===== config.mk =====
export PLATFORM = sky130hd
export DESIGN_NAME = muldiv_iter
export DESIGN_NICKNAME = d
export VERILOG_FILES = /design/src/rtl/muldiv_iter.sv
export SDC_FILE = /design/constraint.sdc
export NUM_CORES = 1
export LEC_CHECK = 0
export ABC_AREA = 1
export CAP_MARGIN = 10
export CORE_ASPECT_RATIO = 1.75
export CORE_MARGIN = 2
export CORE_UTILIZATION = 23
export DETAILED_ROUTE_END_ITERATION = 6
export MAX_ROUTING_LAYER = met4
export SYNTH_ARGS = -nofsm -noshare
export SYNTH_HDL_FRONTEND = slang
export SYNTH_SLANG_ARGS = --single-unit

===== constraint.sdc =====
create_clock -name clk -period 5.8 [get_ports clk]
set_input_delay 1.45 -clock clk [delete_from_list [all_inputs] [get_ports clk]]
set_output_delay 1.45 -clock clk [all_outputs]
set_load 0.01 [all_outputs]

===== src/rtl/muldiv_iter.sv =====
// ============================================================================
// Module   : muldiv_iter
// Purpose  : Iterative signed/unsigned multiply and divide unit (one bit per clock).
// Revision : 1.0  initial release
// ============================================================================
`default_nettype none

module muldiv_iter #(
  parameter int WIDTH = 32,
  parameter int CNT_W = 6
) (
  input  logic             clk,
  input  logic             reset,
  input  logic             start,
  input  logic [1:0]       op,
  input  logic [WIDTH-1:0] a,
  input  logic [WIDTH-1:0] b,
  input  logic             flush,
  output logic             busy,
  output logic             done,
  output logic [WIDTH-1:0] hi,
  output logic [WIDTH-1:0] lo,
  output logic             div_by_zero
);

  typedef enum logic [1:0] {
    S_IDLE = 2'd0,
    S_RUN  = 2'd1,
    S_FIX  = 2'd2,
    S_DONE = 2'd3
  } state_t;

  localparam logic [CNT_W-1:0] c_last_iter = CNT_W'(WIDTH - 1);

  state_t               r_state;
  state_t               w_next;
  logic [1:0]           r_op;
  logic                 r_sign_q;
  logic                 r_sign_r;
  logic                 r_bzero;
  logic [WIDTH-1:0]     r_a_orig;
  logic [WIDTH-1:0]     r_opnd;
  logic [2*WIDTH-1:0]   r_acc;
  logic [CNT_W-1:0]     r_cnt;
  logic [WIDTH-1:0]     r_hi;
  logic [WIDTH-1:0]     r_lo;
  logic                 r_dbz;

  logic                 w_accept;
  logic                 w_signed;
  logic [WIDTH-1:0]     w_a_mag;
  logic [WIDTH-1:0]     w_b_mag;
  logic [WIDTH:0]       w_mul_sum;
  logic [2*WIDTH-1:0]   w_mul_next;
  logic [WIDTH:0]       w_rem_sh;
  logic                 w_ge;
  logic [WIDTH-1:0]     w_trial;
  logic [2*WIDTH-1:0]   w_div_next;
  logic [2*WIDTH-1:0]   w_prod;
  logic [WIDTH-1:0]     w_quo;
  logic [WIDTH-1:0]     w_rem;

  assign w_accept = ((r_state == S_IDLE) || (r_state == S_DONE)) && start && !flush;
  assign w_signed = ~op[0];
  assign w_a_mag  = (w_signed && a[WIDTH-1]) ? -a : a;
  assign w_b_mag  = (w_signed && b[WIDTH-1]) ? -b : b;

  // Multiply: acc = {partial product, remaining multiplier bits}, shifted right each step.
  assign w_mul_sum  = {1'b0, r_acc[2*WIDTH-1:WIDTH]} +
                      (r_acc[0] ? {1'b0, r_opnd} : {(WIDTH+1){1'b0}});
  assign w_mul_next = {w_mul_sum, r_acc[WIDTH-1:1]};

  // Divide: acc = {remainder, dividend bits still to consume / quotient bits}.
  assign w_rem_sh   = {r_acc[2*WIDTH-1:WIDTH], r_acc[WIDTH-1]};
  assign w_ge       = (w_rem_sh >= {1'b0, r_opnd});
  assign w_trial    = w_rem_sh[WIDTH-1:0] - r_opnd;
  assign w_div_next = {(w_ge ? w_trial : w_rem_sh[WIDTH-1:0]), r_acc[WIDTH-2:0], w_ge};

  assign w_prod = r_sign_q ? -r_acc : r_acc;
  assign w_quo  = r_sign_q ? -r_acc[WIDTH-1:0] : r_acc[WIDTH-1:0];
  assign w_rem  = r_sign_r ? -r_acc[2*WIDTH-1:WIDTH] : r_acc[2*WIDTH-1:WIDTH];

  always_ff @(posedge clk) begin
    if (reset) begin
      r_state <= S_IDLE;
    end else begin
      r_state <= w_next;
    end
  end

  always_comb begin
    w_next = r_state;
    if (flush) begin
      w_next = S_IDLE;
    end else begin
      case (r_state)
        S_IDLE,
        S_DONE:  w_next = w_accept ? S_RUN : S_IDLE;
        S_RUN:   w_next = (r_cnt == c_last_iter) ? S_FIX : S_RUN;
        S_FIX:   w_next = S_DONE;
        default: w_next = S_IDLE;
      endcase
    end
  end

  always_ff @(posedge clk) begin
    if (reset) begin
      r_op     <= 2'b00;
      r_sign_q <= 1'b0;
      r_sign_r <= 1'b0;
      r_bzero  <= 1'b0;
      r_a_orig <= '0;
      r_opnd   <= '0;
      r_acc    <= '0;
      r_cnt    <= '0;
      r_hi     <= '0;
      r_lo     <= '0;
      r_dbz    <= 1'b0;
    end else if (w_accept) begin
      r_op     <= op;
      r_sign_q <= w_signed & (a[WIDTH-1] ^ b[WIDTH-1]);
      r_sign_r <= w_signed & a[WIDTH-1];
      r_bzero  <= (b == '0);
      r_a_orig <= a;
      r_cnt    <= '0;
      if (op[1]) begin
        r_opnd <= w_b_mag;
        r_acc  <= {{WIDTH{1'b0}}, w_a_mag};
      end else begin
        r_opnd <= w_a_mag;
        r_acc  <= {{WIDTH{1'b0}}, w_b_mag};
      end
    end else if (r_state == S_RUN) begin
      r_cnt <= r_cnt + CNT_W'(1);
      r_acc <= r_op[1] ? w_div_next : w_mul_next;
    end else if ((r_state == S_FIX) && !flush) begin
      if (!r_op[1]) begin
        r_hi  <= w_prod[2*WIDTH-1:WIDTH];
        r_lo  <= w_prod[WIDTH-1:0];
        r_dbz <= 1'b0;
      end else if (r_bzero) begin
        // Divide by zero reports the untouched dividend; no sign fix applies.
        r_hi  <= r_a_orig;
        r_lo  <= '1;
        r_dbz <= 1'b1;
      end else begin
        r_hi  <= w_rem;
        r_lo  <= w_quo;
        r_dbz <= 1'b0;
      end
    end
  end

  assign busy        = (r_state == S_RUN) || (r_state == S_FIX);
  assign done        = (r_state == S_DONE);
  assign hi          = r_hi;
  assign lo          = r_lo;
  assign div_by_zero = r_dbz;

endmodule

`default_nettype wire


* Yosys cells after proc, flatten, opt, wreduce, memory -nomap -nowiden
Index checks and enable logic that the tools add are counted.
Word-level totals: register bits after elaboration 206, input port bits 70
Cells by class: $add $sub $neg 8, magnitude comparators 1, equal/unequal tests 4, multiplexer cells 21, bitwise gates (word level) 6, reduce and logical (&&, ||, !) cells 15
Operators with widths (number):
- $mux 32 | 12
- $mux 64 | 4
- $neg 32->32 | 4
- $neg 64->64 | 1
- $add 32x32->33 | 1
- $ge 33x32->1 | 1
- $logic_not 32->1 | 1
- $sub 32x32->32 | 1
- $add 6x1->6 const B | 1
- $eq 6x5->1 const B | 1
- $pmux 2 s3 | 1
- $reduce_or 2->1 | 3
- $logic_and 1x1->1 | 5
- $eq 2x2->1 const B | 2
- $mux 1 | 3
- $not 1->1 | 3
- $reduce_and 3->1 | 1
- $and 1x1->1 | 2
- $eq 2x1->1 const B | 1
- $logic_not 2->1 | 1
- $logic_or 1x1->1 | 2
- $mux 2 | 1
- $reduce_bool 2->1 | 1
- $logic_not 1->1 | 1
- $xor 1x1->1 | 1

* Logic depth before layout (Yosys ltp)
Gate-level depths: netlist of run 1.
word-level depth 6, depth in mapped cells 19

* Worst setup path before layout of run 1
OpenSTA, ideal clock, no wires.
kind in2reg, start point in a[0], end point reg r_acc[28], arrival 2.818 ns, path slack 2.874 ns, stages 15, buffers on the path 0, path through inv_1 -> ha_1 -> nand3_1 -> nor2_1 -> nand3_1 -> nand2_1 -> nand2_2 -> inv_2 -> nand3_2 -> o21ai_1 -> nand2_1 -> nand2_1 -> nand3_1 -> nand2_1 -> inv_1
Between the ends: cells in the longest elaborated chain, start to end 4
RTL lines:
- start, declared | line 16 | input logic [WIDTH-1:0] a,
- $neg 32->32 | line 65 | assign w_a_mag = (w_signed && a[WIDTH-1]) ? -a : a;
- $mux 32 | line 65
- $mux 32 | line 126 | if (op[1]) begin
- $mux 64 | line 119 | end else if (w_accept) begin
- end signal, assigned | line 128 | r_acc <= {{WIDTH{1'b0}}, w_a_mag};
- end signal, assigned | line 131 | r_acc <= {{WIDTH{1'b0}}, w_b_mag};
- end signal, assigned | line 135 | r_acc <= r_op[1] ? w_div_next : w_mul_next;
- end, declared | line 43 | logic [2*WIDTH-1:0] r_acc;
Every way passes these cells. A chain may end at the register's enable or synchronous reset.

* Final worst setup path of run 1
start point reg r_acc[0], end point reg r_acc[39]
Between the ends: cells in the longest elaborated chain, start to end 5
RTL lines:
- $mux 32 | line 70 | (r_acc[0] ? {1'b0, r_opnd} : {(WIDTH+1){1'b0}});
- $add 32x32->33 | line 69 | assign w_mul_sum = {1'b0, r_acc[2*WIDTH-1:WIDTH]} +
- $mux 64 | line 135
- $mux 64 | line 133 | end else if (r_state == S_RUN) begin
- $mux 64 | line 119
Every way passes these cells. The select of a mux whose other input is x is not followed.

==> results.md, run 1 <==
- Status: complete, but fails checks
- Violated checks: DRC
- DRC: 37
- Met3 routed WL: 5360 µm
- Clock Tree Buf Depth: 3
- Placed cell count: 4400
- Critical Path RT: 6.32 ns
- Hold endpoint: r_a_orig[12]$_SDFFE_PP0P_
- Core ar.: 82100 µm²
- Post-synth EDFFs: 0
- Critical path class: reg -> reg
- Post_cts resized: 0
- DRT Pass-1 Iters: 7
- Ports: 137
- Endpoints failing setup: 0
- Flop-to-flop setup slack: 1.92 ns
- Initial Util: 23.2%
- Yosys reg bits: 205
- Die width: 221 µm
- Switch Pwr: 1.89 mW
- Top layer in use: met4
- Clk pwr share: 35.6%
- TritonCTS buffer count: 24
- Gr usage total: 25.3%
- Hold buffer count at cts: 0
- Pwr dens: 210 nW/µm²
- Pin count of the biggest net entering global routing: 100
- Die Ht: 385 µm
- Setup_tns: 0 ns
- Sequential Power Share: 33.4%
- Top post-synthesis cells by area: dfxtp_1, nand2_1, inv_1
- PortBufs: 136
- Slew at the pin with the worst max-slew slack: 0.999 ns
- Clock-pin slew on the worst setup and hold paths: 0.07 ns
- Seq/Total Area, Yosys: 21.6%
- Setup bufs post-CTS: 0
- Yosys top cell by area: dfxtp_1
- Starting DRT DRC Count: 1795
- Gate count after technology mapping: 3301
- Routed Antenna Nets: 0
- Final Max Tran Viols: 0
- Yosys warns: 0
- Internal: 2.80 mW
- Switching Share: 40.3%
- Crit end category: flip-flop
- Via density: 5.08
- Hold Fails Final Rpt: 0
- Initial antenna violation count: 4
- GP Congestion: 1.06
- Reg2reg end: r_acc[39]$_SDFFE_PP0N_
- Number of global-route vias before repair: 22600
- CP arrival: 4.40 ns
- Max Clk Rate: 258 MHz
- Die ar.: 85200 µm²
- Worst flop-to-flop path startpoint: r_acc[0]$_SDFFE_PP0N_
- Reg area: 4110 µm²
- Hold path start: r_a_orig[12]$_SDFFE_PP0P_
- Top cell type's share of synthesized area: 21.6%
- Sink Count: 205
- Unique cell type count in the Yosys netlist: 57
- Final Power: 4.69 mW
- Layout Cells excl Fill: 4447
- Period Utilization, post-route: 66.9%
- Area of the multi-input gates: 12400 µm²
- Critical path fanouts, max: 22
- Rows: 139
- Final Skew: 0.0234 ns
- Post-Syn Area: 19000 µm²
- Rel. slew slack: 33.3%
- CTS tree: yes
- Core Util, Final: 27.2%
- Count of nets after finishing: 3513
- Wire length per cell: 24.1 µm
- First-pass GRT wire length: 151000 µm
- Startpoint types: flip-flop
- Root buf cell: clkbuf_16
- # fillers: 9490
- Total gr overflow: 0
- # H-tree levels: 1
- Share of layout cells above drive strength 1: 5.70%
- Clk_lat worst skew: 0.59 ns
- Metal2 WL: 53500 µm
- Syn avg cell area: 5.77 µm²
- Post-Route WL: 107000 µm
- Syn_nets: 3445
- RSZ-0062 raised after global routing: no
- Worst hold path stage count: 2
- M1 WL: 34400 µm
- Worst min-delay path class: reg -> reg
- Fin crit period: 3.88 ns
- Post-synth ARST share: 0%
- Leakage power: 10.5 nW
- R2r worst-path depth: 13
- Power share of the combinational group: 30.9%
- Area delta synth->final: 17.2%
- Ys flop type: dfxtp_1
- Max VDD drop: 0.175 mV
- Total number of vias: 22600
- MaxCap Viol Count: 0
- Detailed placer's ending HPWL: 87000 µm
## placed cells by master (no fill, tap or decap), types with 5 or more instances in the layout
| cell type | netlist | final |
|---|---|---|
| or2_2 | 6 | 6 |
| xor2_1 | 98 | 98 |
| o22ai_1 | 28 | 28 |
| nor2_2 | 24 | 27 |
| ha_1 | 72 | 72 |
| a21oi_1 | 220 | 220 |
| o211ai_1 | 35 | 35 |
| clkinv_2 | 0 | 5 |
| nand3_1 | 248 | 248 |
| o221ai_1 | 12 | 12 |
| inv_2 | 24 | 24 |
| clkdlybuf4s50_1 | 0 | 135 |
| nand3_2 | 9 | 9 |
| o21ai_1 | 19 | 19 |
| nor2_4 | 7 | 9 |
| dfxtp_1 | 205 | 202 |
| nor3_2 | 6 | 6 |
| nand2_2 | 18 | 18 |
| a221oi_1 | 30 | 30 |
| a31oi_1 | 19 | 19 |
| a22oi_1 | 8 | 8 |
| nand3b_1 | 12 | 12 |
| nand4_1 | 34 | 34 |
| inv_1 | 496 | 495 |
| nand2_1 | 918 | 918 |
| buf_4 | 1 | 38 |
| clkbuf_16 | 0 | 24 |
| o21bai_1 | 11 | 11 |
| nor2_1 | 318 | 313 |
| o21ai_0 | 205 | 205 |
| nor3_1 | 34 | 34 |
| xnor2_1 | 10 | 10 |
## metal layers
layer	vias to the layer above	track usage, %
li1	10700	-
met1	10300	22.2
met2	1001	44.8
met3	476	3.19
met4	0	27.8
met5	-	-
## area by class of cell
type                       instances  area share, %
multi-input combinational       2441           55.7
sequential                       205           18.4
timing repair buffer             175           7.45
antenna                            3         0.0337
clock buffer                      30           2.93
clock inverter                    14          0.802
inverter                         522           8.79
tap                             1057           5.93
## how the worst max path moves through the flow
stage                          start                      end  slack [ns]  cells past startpoint
2_1_floorplan                   a[0]   r_acc[28]$_SDFFE_PP0N_        2.87                     15
3_3_place_gp                   op[0]  r_opnd[18]$_SDFFE_PP0P_        1.56                      9
3_5_place_dp                   op[0]  r_opnd[18]$_SDFFE_PP0P_        1.53                      9
4_1_cts        r_acc[0]$_SDFFE_PP0N_   r_acc[39]$_SDFFE_PP0N_        2.12                     13
5_1_grt        r_acc[0]$_SDFFE_PP0N_   r_acc[39]$_SDFFE_PP0N_        1.85                     13
6_report       r_acc[0]$_SDFFE_PP0N_   r_acc[39]$_SDFFE_PP0N_        1.92                     13
## flip-flops by register name (all words and copies together), names as in the netlist
| register | flops |
|---|---|
| lo | 32 |
| r_cnt | 6 |
| r_state | 2 |
| r_a_orig | 32 |
| hi | 32 |
| div_by_zero | 1 |
| r_opnd | 32 |
| r_op | 1 |
| r_sign_r | 1 |
| r_sign_q | 1 |
| r_acc | 64 |
| r_bzero | 1 |
## synth_stat cells (10+ instances only)
library cell / instances
inv_2: 24
nand3_1: 248
a221oi_1: 30
nor3_1: 34
xor2_1: 98
o21ai_0: 205
clkbuf_1: 82
o221ai_1: 12
nor2_2: 24
dfxtp_1: 205
nand2_1: 918
buf_2: 26
o22ai_1: 28
o21bai_1: 11
a31oi_1: 19
ha_1: 72
o21ai_1: 19
inv_1: 496
buf_1: 18
nand4_1: 34
xnor2_1: 10
a21oi_1: 220
nand3b_1: 12
nand2_2: 18
nor2_1: 318
o211ai_1: 35
## power groups by stage
stage | logic [mW] | clock network [mW] | registers (mW)
floorplan | 0.916 | 0 | 1.52
global placement | 1.41 | 0 | 1.60
detailed placement | 1.41 | 0 | 1.59
global route | 1.57 | 1.73 | 1.56
CTS | 1.42 | 1.69 | 1.56
finish | 1.45 | 1.67 | 1.57
## worst max-delay path, cell delays in order, from the launching register on
cell     delay [ns]
dfxtp_2        0.73
buf_4          0.33
nand2_1        0.07
inv_1          0.05
ha_1           0.39
inv_1          0.10
fa_1           0.45
o21ai_2        0.35
nand2_1        0.11
nand2_1        0.16
nor2_1         0.05
o21ai_0        0.71
nand3_1        0.15
a21oi_1        0.15
## cells by family (layout without fill, tap and decap cells)
logic type | after synthesis | after routing | share of synthesized area (%)
AND/OR/NAND/NOR | 1652 | 1652 | 37.1
buffers and inverters | 655 | 741 | 13.3
AO/OA/AOI/OAI | 607 | 607 | 18.1
flip-flops | 205 | 205 | 21.6
XOR/XNOR | 108 | 108 | 4.97
adder cells (fa/ha/maj) | 74 | 74 | 4.94
other | 0 | 3 | 0
## through the flow
stage / hold slack (ns) / instance area (µm²) / worst slack (ns)
2_1_floorplan: 0.423 / 19000 / 2.87
3_3_place_gp: 0.456 / 21500 / 1.56
3_5_place_dp: 0.464 / 21500 / 1.53
4_1_cts: 0.480 / 22300 / 2.12
5_1_grt: 0.505 / 22300 / 1.85
6_report: 0.480 / 22300 / 1.92
Power figures use the tool's default switching activity.
==> inputs of run 2 (changes only) <==
==> constraint.sdc (replaced) <==
create_clock -name clk -period 4 [get_ports clk]
set_input_delay 1 -clock clk [delete_from_list [all_inputs] [get_ports clk]]
set_output_delay 1 -clock clk [all_outputs]
set_load 0.01 [all_outputs]
==> results.md, run 2 (synthesis gave the netlist of run 1 again) <==
- Hold endpoint: r_a_orig[8]$_SDFFE_PP0P_
- Hold buffer count at cts: 0 (unchanged)
- Endpoints failing setup: 0 (unchanged)
- CP max-delay cell: dfxtp_1
- RSZ-0062 raised after global routing: no
- Hold Fails Final Rpt: 0 (unchanged)
- Largest Register: r_acc
- Critical path fanouts, max: 41 (+86%)
- Sink Count: 205 (unchanged)
- Core ar.: 82100 µm² (unchanged)
- Cells along the critical path: ha_1 -> nand2_1 -> nor2_4 -> nand2_2 -> nor2_2 -> nand2_1 -> nand2_2 -> nor2_8 -> nand2_8 -> inv_2 -> nand2_1 -> nand3_1 -> nand2_1 -> a21oi_1
- Most frequent cells in the layout: nand2_1, inv_1, nor2_1, nand3_1, a21oi_1
- # H-tree levels: 1 (unchanged)
- Detailed placer's ending HPWL: 86200 µm (-0.92%)
- Hold path start: r_a_orig[8]$_SDFFE_PP0P_
- Critical Path RT: 4.52 ns (-1.80 ns)
- Clock-pin slew on the worst setup and hold paths: 0.07 ns (about the same)
- Slew at the pin with the worst max-slew slack: 1.13 ns (+0.127 ns)
- Crit end category: flip-flop
- PortBufs: 136 (unchanged)
- Grt peak-use layer: met2
- Starting DRT DRC Count: 1719 (-4.2%)
- Setup_tns: 0 ns (unchanged)
- Flop-to-flop setup slack: 0.82 ns (-1.10 ns)
- Largest register FFs: 64 (unchanged)
- Violated checks: DRC
- CP arrival: 3.70 ns (-0.70 ns)
- Critical path's most frequent cell: nand2_1
- DRT Pass-1 Iters: 7 (unchanged)
- Die ar.: 85200 µm² (unchanged)
- Met3 GRT Util: 2.77% (-0.43 points)
- Post-Route WL: 105000 µm (-2.7%)
- Clk_lat worst skew: 0.59 ns (about the same)
- Final Max Tran Viols: 0 (unchanged)
- Share of layout cells above drive strength 1: 6.44% (+0.74 points)
- R2r worst-path depth: 14 (+1)
- Initial Util: 23.2% (unchanged)
- Slowest stage delay, CP: 0.80 ns (+0.07 ns)
- Core Util, Final: 27.4% (+0.21 points)
- Period Utilization, post-route: 79.5% (+13 points)
- Status: complete, but fails checks
- Met2 usage: 44.7% (-0.18 points)
- Startpoint types: flip-flop
- DRC: 6 (-84%)
- Post_cts resized: 0 (unchanged)
- Initial antenna violation count: 3 (-1)
- Pin count of the biggest net entering global routing: 80 (-20%)
- Worst flop-to-flop path startpoint: r_acc[52]$_SDFFE_PP0N_
- TritonCTS buffer count: 23 (-4.2%)
- GR Layer Usage met1: 22.0% (-0.18 points)
- Area delta synth->final: 18.1%
- Via density: 5.05 (-0.56%)
- Buf/Inv on CP: 1 (-2)
- Pwr dens: 296 nW/µm² (+41%)
- MaxCap Viol Count: 0 (unchanged)
- Rows: 139 (unchanged)
- Ports: 137 (unchanged)
- Routed Antenna Nets: 0 (unchanged)
- Max Clk Rate: 314 MHz (+22%)
- Worst hold path stage count: 2 (unchanged)
- First-pass GRT wire length: 150000 µm (-1.0%)
- Number of global-route vias before repair: 22600 (+0.14%)
- Leakage power: 10.7 nW (+1.3%)
- Setup bufs post-CTS: 0 (unchanged)
- Die width: 221 µm (unchanged)
- Worst min-delay path class: reg -> reg
- Critical path class: reg -> reg
- Gr usage total: 24.8% (-0.47 points)
- Count of nets after finishing: 3542 (+0.83%)
- Max VDD drop: 0.254 mV (+45%)
- CTS tree: yes
- Family with the most delay on the worst path: simple AND/OR/NAND/NOR gates
- Rel. slew slack: 24.9% (-8.5 points)
- Root buf cell: clkbuf_16
- Commonest non-fill, non-tap cell in the layout: nand2_1
- Total number of vias: 22600 (+0.084%)
- Final Skew: 0.0452 ns (+0.0218 ns)
- Total gr overflow: 0 (unchanged)
- GP Congestion: 1.06 (-0.60%)
- Reg2reg end: r_acc[34]$_SDFFE_PP0N_
- Clock Tree Buf Depth: 3 (unchanged)
- Wire length per cell: 23.4 µm (-3.3%)
- Die Ht: 385 µm (unchanged)
- CP startpoint: r_acc[52]$_SDFFE_PP0N_
- Fin crit period: 3.18 ns (-0.698 ns)
-- run 2: tightest hold or removal path, stage by stage (launching register included) --
cell and delay, ns:
dfxtp_1 0.30, inv_1 0.06, a21oi_1 0.06
-- run 2: stage by stage --
| stage | cell area, µm² | setup slack, ns | power, mW | std cells | hold WS (ns) |
|---|---|---|---|---|---|
| after floorplan | 19000 | 1.52 | 3.54 | 3301 | 0.423 |
| after global placement | 21700 | 0.280 | 4.37 | 4430 | 0.453 |
| after detailed placement | 21700 | 0.325 | 4.36 | 4430 | 0.456 |
| after CTS | 22500 | 0.910 | 6.64 | 4472 | 0.465 |
| after global routing | 22500 | 0.697 | 6.91 | 4474 | 0.481 |
| final | 22500 | 0.820 | 6.66 | 4476 | 0.466 |
-- run 2: routing by layer --
layer	vias to the layer above	wire length [µm]
li1	10800	-
met1	10400	33900
met2	933	52600
met3	430	4640
met4	0	13500
met5	-	0
-- run 2: final cells by class --
cell class	instances	area, µm²
multi-input combinational	2441	12400
clock inverter	13	140
inverter	522	1960
timing repair buffer	205	1900
tap	1057	1320
fill	9579	59600
clock buffer	29	628
sequential	205	4110
antenna	4	10.0
-- run 2: worst max-delay path by stage --
stage / endpoint / slack [ns] / depth (start not counted)
detailed placement: r_opnd[30]$_SDFFE_PP0P_ / 0.32 / 13
finish: r_acc[34]$_SDFFE_PP0N_ / 0.82 / 14
CTS: r_opnd[30]$_SDFFE_PP0P_ / 0.91 / 13
global placement: r_opnd[30]$_SDFFE_PP0P_ / 0.28 / 13
global route: r_opnd[30]$_SDFFE_PP0P_ / 0.70 / 13
floorplan: r_acc[28]$_SDFFE_PP0N_ / 1.52 / 15
-- run 2: report_power, final --
group / internal (mW) / leakage, nW / total (mW) / switching (mW)
registers: 2.11 / 1.67 / 2.26 / 0.148
logic: 0.598 / 8.64 / 2.11 / 1.51
clock network: 1.26 / 0.379 / 2.28 / 1.03
